$ cat config.mk
export PLATFORM = sky130hd
export DESIGN_NAME = ifetch_buffer
export DESIGN_NICKNAME = d
export VERILOG_FILES = /design/src/rtl/ifetch_buffer.sv
export SDC_FILE = /design/constraint.sdc
export NUM_CORES = 1
export LEC_CHECK = 0
export CORE_ASPECT_RATIO = 1.75
export CORE_MARGIN = 4
export CORE_UTILIZATION = 59
export CTS_CLUSTER_DIAMETER = 40
export CTS_CLUSTER_SIZE = 25
export DETAILED_ROUTE_END_ITERATION = 7
export GPL_TIMING_DRIVEN = 0
export PLACE_DENSITY = 0.94
export SYNTH_ARGS = -nofsm -noshare
export SYNTH_HDL_FRONTEND = slang
export SYNTH_SLANG_ARGS = --single-unit
$ cat constraint.sdc
create_clock -name CLK -period 7.4 [get_ports CLK]
set_input_delay 0.74 -clock CLK [delete_from_list [all_inputs] [get_ports CLK]]
set_output_delay 0.74 -clock CLK [all_outputs]
set_load 0.1 [all_outputs]
$ cat src/rtl/ifetch_buffer.sv
// ifetch_buffer: instruction prefetch queue between the combinational-read
// program memory and the IF/ID register. Owns the fetch PC, fetches one word
// per cycle into a DEPTH-entry FIFO and presents the oldest entry to decode.
// A branch redirect empties the queue and restarts fetch at the target.
module ifetch_buffer #(
  parameter int          DEPTH    = 4,
  parameter logic [31:0] RESET_PC = 32'h0
) (
  input  logic                         CLK,
  input  logic                         RST,
  output logic [31:0]                  imem_addr,
  input  logic [31:0]                  imem_data,
  input  logic                         redirect,
  input  logic [31:0]                  redirect_pc,
  input  logic                         stall,
  output logic                         out_valid,
  output logic [31:0]                  out_instr,
  output logic [31:0]                  out_pc_plus4,
  output logic [$clog2(DEPTH+1)-1:0]   occupancy
);

  localparam int PW = $clog2(DEPTH);
  localparam int CW = $clog2(DEPTH+1);
  localparam logic [CW-1:0] FULL_CNT = CW'(DEPTH);

  // Control state (reset) and queue storage (never reset, contents don't-care)
  logic [31:0]   pc_q, pc_d;
  logic [PW-1:0] rd_q, rd_d;
  logic [PW-1:0] wr_q, wr_d;
  logic [CW-1:0] cnt_q, cnt_d;
  logic [31:0]   instr_q [DEPTH];
  logic [31:0]   pcp4_q  [DEPTH];

  logic [31:0]   pc_plus4;
  logic          pop;
  logic          push;

  assign pc_plus4  = pc_q + 32'd4;
  assign out_valid = (cnt_q != '0);
  assign pop       = out_valid & ~stall;
  // A full queue may still accept a word when the head leaves in the same cycle.
  assign push      = ~redirect & ((cnt_q < FULL_CNT) | pop);

  // Next-state for PC, pointers and count; redirect overrides everything.
  always_comb begin
    pc_d  = pc_q;
    rd_d  = rd_q;
    wr_d  = wr_q;
    cnt_d = cnt_q;
    if (redirect) begin
      // A pop in this cycle is still consumed by decode; the queue is emptied anyway.
      pc_d  = redirect_pc & ~32'h3;
      rd_d  = '0;
      wr_d  = '0;
      cnt_d = '0;
    end else begin
      if (push) begin
        wr_d = wr_q + PW'(1);
        pc_d = pc_plus4;
      end
      if (pop) begin
        rd_d = rd_q + PW'(1);
      end
      case ({push, pop})
        2'b10:   cnt_d = cnt_q + CW'(1);
        2'b01:   cnt_d = cnt_q - CW'(1);
        default: cnt_d = cnt_q;
      endcase
    end
  end

  // Control registers with synchronous active-high reset.
  always_ff @(posedge CLK) begin
    if (RST) begin
      pc_q  <= RESET_PC;
      rd_q  <= '0;
      wr_q  <= '0;
      cnt_q <= '0;
    end else begin
      pc_q  <= pc_d;
      rd_q  <= rd_d;
      wr_q  <= wr_d;
      cnt_q <= cnt_d;
    end
  end

  // Queue storage write: fetched word plus the address following it.
  always_ff @(posedge CLK) begin
    if (push) begin
      instr_q[wr_q] <= imem_data;
      pcp4_q[wr_q]  <= pc_plus4;
    end
  end

  // Head presentation is decoded purely from registers; NOP/zero when empty.
  assign imem_addr    = pc_q;
  assign out_instr    = out_valid ? instr_q[rd_q] : 32'h0;
  assign out_pc_plus4 = out_valid ? pcp4_q[rd_q]  : 32'h0;
  assign occupancy    = cnt_q;

endmodule

==> impl_results.html <==
<table>
<tr><th>Metric</th><th>Value</th></tr>
<tr><th colspan="2">Worst setup path</th></tr>
<tr><td>CP startpoint kind</td><td>flop</td></tr>
<tr><td>Setup slack, reg-to-reg</td><td>4.50 ns</td></tr>
<tr><td>Required time worst endpoint</td><td>6.66 ns</td></tr>
<tr><td>Cell with the largest stage delay on the worst path</td><td>sky130_fd_sc_hd__clkdlybuf4s50_1</td></tr>
<tr><td>Crit-path max FO</td><td>10</td></tr>
<tr><td>Nature of the critical path endpoint</td><td>output port</td></tr>
<tr><td>Arrival time of the worst setup path</td><td>3.47 ns</td></tr>
<tr><td>Delay of the slowest critical-path stage</td><td>0.98 ns</td></tr>
<tr><td>Crit Path Category</td><td>flop to output port</td></tr>
<tr><td>Cell-by-cell listing of the critical path</td><td>clkbuf_1, buf_2, mux4_2, nor2b_1, clkdlybuf4s50_1</td></tr>
<tr><td>Launch instance of the worst register-to-register path</td><td>occupancy[2]$_SDFFE_PP0P_</td></tr>
<tr><th colspan="2">GRT</th></tr>
<tr><td>First-pass GRT wire length</td><td>38300 um</td></tr>
<tr><td>Number of global-route vias before repair</td><td>7022</td></tr>
<tr><td>Largest net degree at the start of global routing</td><td>42</td></tr>
<tr><td>Global routing usage on met1</td><td>27.1%</td></tr>
<tr><td>Sum of overflow across all layers after global routing</td><td>0</td></tr>
<tr><td>Met3 track demand over resource in global routing</td><td>2.16%</td></tr>
<tr><td>Number of antenna violations at the first check in global routing</td><td>0</td></tr>
<tr><td>GRT Overall Usage</td><td>22.1%</td></tr>
<tr><td>Most utilized layer in the global route result</td><td>met2</td></tr>
<tr><td>Global routing usage on met2</td><td>40.2%</td></tr>
<tr><th colspan="2">Layout</th></tr>
<tr><td>Leading cell type in the layout, fill and taps excluded</td><td>sky130_fd_sc_hd__edfxtp_1</td></tr>
<tr><td>Final Non-Filler Cells</td><td>1173</td></tr>
<tr><td>Number of nets in the finished design</td><td>991</td></tr>
<tr><td>Area grow syn2layout</td><td>22.5%</td></tr>
<tr><td>Antenna diode instance count</td><td>0</td></tr>
<tr><td>Proportion of layout cells with a drive suffix above 1</td><td>13.7%</td></tr>
<tr><td>Most frequent cells in the layout</td><td>sky130_fd_sc_hd__edfxtp_1, sky130_fd_sc_hd__clkdlybuf4s50_1, sky130_fd_sc_hd__mux4_2, sky130_fd_sc_hd__nor2b_1, sky130_fd_sc_hd__nor2_1</td></tr>
<tr><th colspan="2">Timing</th></tr>
<tr><td>Max Freq</td><td>237 MHz</td></tr>
<tr><td>Count of endpoints failing hold in the final timing report</td><td>0</td></tr>
<tr><td>Slew headroom</td><td>31.3%</td></tr>
<tr><td>Worst clock skew on the final layout</td><td>0.0156 ns</td></tr>
<tr><td>Actual transition at the worst max-transition pin</td><td>1.03 ns</td></tr>
<tr><td>Count of final setup violators</td><td>0</td></tr>
<tr><td>Max Transition Viols Final</td><td>0</td></tr>
<tr><td>Final Critical Period</td><td>4.21 ns</td></tr>
<tr><td>Unrepaired setup endpoints after global routing</td><td>no</td></tr>
<tr><td>Period utilization</td><td>56.9%</td></tr>
<tr><td>Total negative slack for setup checks</td><td>0 ns</td></tr>
<tr><th colspan="2">Synth</th></tr>
<tr><td>Mean area per synthesized cell</td><td>16.4 um2</td></tr>
<tr><td>Combinational family with the most area after synthesis</td><td>multiplexers</td></tr>
<tr><td>Netlist area before placement</td><td>0.0119 mm2</td></tr>
<tr><td>Count of warnings emitted by yosys</td><td>0</td></tr>
<tr><td>Proportion of register bits with asynchronous set or reset after synthesis</td><td>0%</td></tr>
<tr><td>Compound-cell area share of the yosys netlist</td><td>2.02%</td></tr>
<tr><td>Share of the yosys chip area belonging to registers</td><td>69.0%</td></tr>
<tr><td>Post-synthesis adder-cell area fraction</td><td>0.797%</td></tr>
<tr><td>Share of the synthesized area in the top cell type</td><td>62.4%</td></tr>
<tr><td>Syn Inst Count</td><td>727</td></tr>
<tr><td>Number of synthesized register bits</td><td>287</td></tr>
<tr><td>Share of synthesized area spent on multiplexers</td><td>12.0%</td></tr>
<tr><td>Post-Synth Simple-Gate Area</td><td>10.0%</td></tr>
<tr><td>Largest area contributor in the netlist</td><td>sky130_fd_sc_hd__edfxtp_1</td></tr>
<tr><td>Yosys cell types</td><td>44</td></tr>
<tr><td>Top flip-flop cell by instance count after synthesis</td><td>sky130_fd_sc_hd__edfxtp_1</td></tr>
<tr><td>Largest cells by area after synthesis</td><td>sky130_fd_sc_hd__edfxtp_1, sky130_fd_sc_hd__mux4_2, sky130_fd_sc_hd__dfxtp_1</td></tr>
<tr><td>Xor/xnor share of the synthesized area</td><td>4.26%</td></tr>
<tr><td>Count of flip-flops with a built-in enable after synthesis</td><td>248</td></tr>
<tr><th colspan="2">Floorplan</th></tr>
<tr><td>Die Span Y</td><td>196 um</td></tr>
<tr><td>Row Count</td><td>68</td></tr>
<tr><td>I/O Pins</td><td>168</td></tr>
<tr><td>Core Footprint</td><td>0.0198 mm2</td></tr>
<tr><td>Starting density of the core</td><td>60.2%</td></tr>
<tr><td>Die Wd</td><td>115 um</td></tr>
<tr><td>Die area</td><td>0.0226 mm2</td></tr>
<tr><th colspan="2">CTS</th></tr>
<tr><td>Number of setup buffers added after CTS</td><td>0</td></tr>
<tr><td># hold bufs at CTS</td><td>0</td></tr>
<tr><td>Clock tree from TritonCTS</td><td>yes</td></tr>
<tr><td>Clock root buffer</td><td>sky130_fd_sc_hd__clkbuf_16</td></tr>
<tr><td>Sink Count</td><td>287</td></tr>
<tr><td>Post-cts sizing count</td><td>0</td></tr>
<tr><td>Clock buffers created by TritonCTS</td><td>19</td></tr>
<tr><td>Clock input transition at the sequential cells of the worst setup and hold paths</td><td>0.09 ns</td></tr>
<tr><td>Maximum root-to-sink buffer count</td><td>3</td></tr>
<tr><td>Number of H-tree levels</td><td>1</td></tr>
<tr><td>Later-pin clock latency in the skew report</td><td>0.50 ns</td></tr>
<tr><th colspan="2">Placement</th></tr>
<tr><td>Placed cell count</td><td>1140</td></tr>
<tr><td>Number of I/O port buffers</td><td>160</td></tr>
<tr><td>Final HPWL from detailed placement</td><td>17300 um</td></tr>
<tr><td>Routability cong.</td><td>0.882</td></tr>
<tr><th colspan="2">Power</th></tr>
<tr><td>Worst IR drop on VDD</td><td>0.221 mV</td></tr>
<tr><td>Cell leakage power</td><td>4.76 nW</td></tr>
<tr><td>Pwr per Cell Area</td><td>237 mW/mm2</td></tr>
<tr><th colspan="2">Drt</th></tr>
<tr><td>Final ANT Viol Nets</td><td>0</td></tr>
<tr><td>Length of the first detailed-routing pass in iterations</td><td>5</td></tr>
<tr><td>Number of DRC markers in iteration 0</td><td>452</td></tr>
<tr><td>Average routed wire per standard cell</td><td>21.2 um</td></tr>
<tr><td>DRC violations left</td><td>0</td></tr>
<tr><td>Total via count in the routed design</td><td>6787</td></tr>
<tr><td>Final wirelength</td><td>24800 um</td></tr>
<tr><td>Detail-routed via count per cell</td><td>5.79</td></tr>
<tr><th colspan="2">Flow run</th></tr>
<tr><td>Max capacitance violation total</td><td>0</td></tr>
<tr><th colspan="2">Min path</th></tr>
<tr><td>Type of the most critical hold path</td><td>flop to flop</td></tr>
<tr><td>Worst Min Path Start</td><td>wr_q[1]$_SDFFE_PP0P_</td></tr>
<tr><th colspan="2">Run status</th></tr>
<tr><td>Outcome</td><td>complete, no violations</td></tr>
</table>
[critical path, delay by kind of cell, from the launching register on]
family / cells / cell delay (ns)
simple gates: 1 / 0.15
buf+inv: 3 / 1.90
flops: 1 / 0.33
mux: 1 / 0.60
[cell usage after synthesis (4+ instances only)]
master                     instances
sky130_fd_sc_hd__dfxtp_1          39
sky130_fd_sc_hd__edfxtp_1        248
sky130_fd_sc_hd__buf_2            10
sky130_fd_sc_hd__nor3_1           14
sky130_fd_sc_hd__nand2_1          35
sky130_fd_sc_hd__a211oi_1         17
sky130_fd_sc_hd__nor2_1           44
sky130_fd_sc_hd__xor2_1           36
sky130_fd_sc_hd__nor2b_1          62
sky130_fd_sc_hd__nand4_1           9
sky130_fd_sc_hd__clkbuf_1         27
sky130_fd_sc_hd__buf_4             4
sky130_fd_sc_hd__and3_1            9
sky130_fd_sc_hd__nand3_1          22
sky130_fd_sc_hd__xnor2_1          22
sky130_fd_sc_hd__inv_1            10
sky130_fd_sc_hd__mux4_2           62
sky130_fd_sc_hd__a21oi_1          13
sky130_fd_sc_hd__ha_1              6
[sequential cells by signal, summed over array words and instances, names as in the netlist, named ones only]
name / cells
instr_q: 128
pcp4_q: 120
imem_addr: 30
occupancy: 3
rd_q: 2
wr_q: 2
[cell families (layout without fill, tap and decap cells)]
| logic type | Yosys count | after routing |
|---|---|---|
| muxes | 65 | 65 |
| other | 1 | 4 |
| adders and majority gates | 7 | 7 |
| DFF | 287 | 287 |
| AOI/OAI and AO/OA | 37 | 37 |
| and+or+nand+nor | 219 | 219 |
| buffers and inverters | 53 | 251 |
| xor gates and xnor gates | 58 | 58 |
[layout make-up]
| class | count | area [um2] |
|---|---|---|
| Inverter | 10 | 37.5 |
| Fill cell | 1167 | 5220 |
| Tap cell | 245 | 307 |
| Buffer | 43 | 189 |
| Sequential cell | 287 | 8230 |
| Timing Repair Buffer | 165 | 1710 |
| Clock buffer | 21 | 504 |
| Multi-Input combinational cell | 390 | 3510 |
| Clock inverter | 12 | 126 |
[where the power goes]
| group | internal [W] | switching (W) | leakage (nW) |
|---|---|---|---|
| Sequential | 0.00182 | 0.0000303 | 2.63 |
| Clock | 0.000520 | 0.000539 | 0.300 |
| Combinational | 0.000163 | 0.000391 | 1.83 |
[metal layers]
| layer | up-vias | share of wire, % |
|---|---|---|
| met5 | - | 0 |
| met4 | 0 | 3.5 |
| met3 | 54 | 5.1 |
| met2 | 257 | 55 |
| met1 | 3349 | 37 |
| li1 | 3127 | - |
[worst paths after layout]
| path | endpoint | cells after the start |
|---|---|---|
| worst max-delay path | out_pc_plus4[23] | 5 |
| worst min-delay path | wr_q[1]$_SDFFE_PP0P_ | 2 |
| worst max register to register | occupancy[2]$_SDFFE_PP0P_ | 10 |
| worst min register to register | wr_q[1]$_SDFFE_PP0P_ | 2 |
[stage by stage]
step                      util, %  setup WS (ns)  total power [W]  hold WS, ns  cell area [um2]
after floorplan                 -           3.72          0.00227        0.465            11900
after global placement       69.8           2.34          0.00242        0.486            13800
after detailed placement     70.5           3.64          0.00244        0.510            14000
after CTS                    73.7           3.09          0.00348        0.533            14600
after global routing         73.7           3.02          0.00358        0.573            14600
final                        73.7           3.19          0.00346        0.532            14600
(Power assumes the default switching activity.)
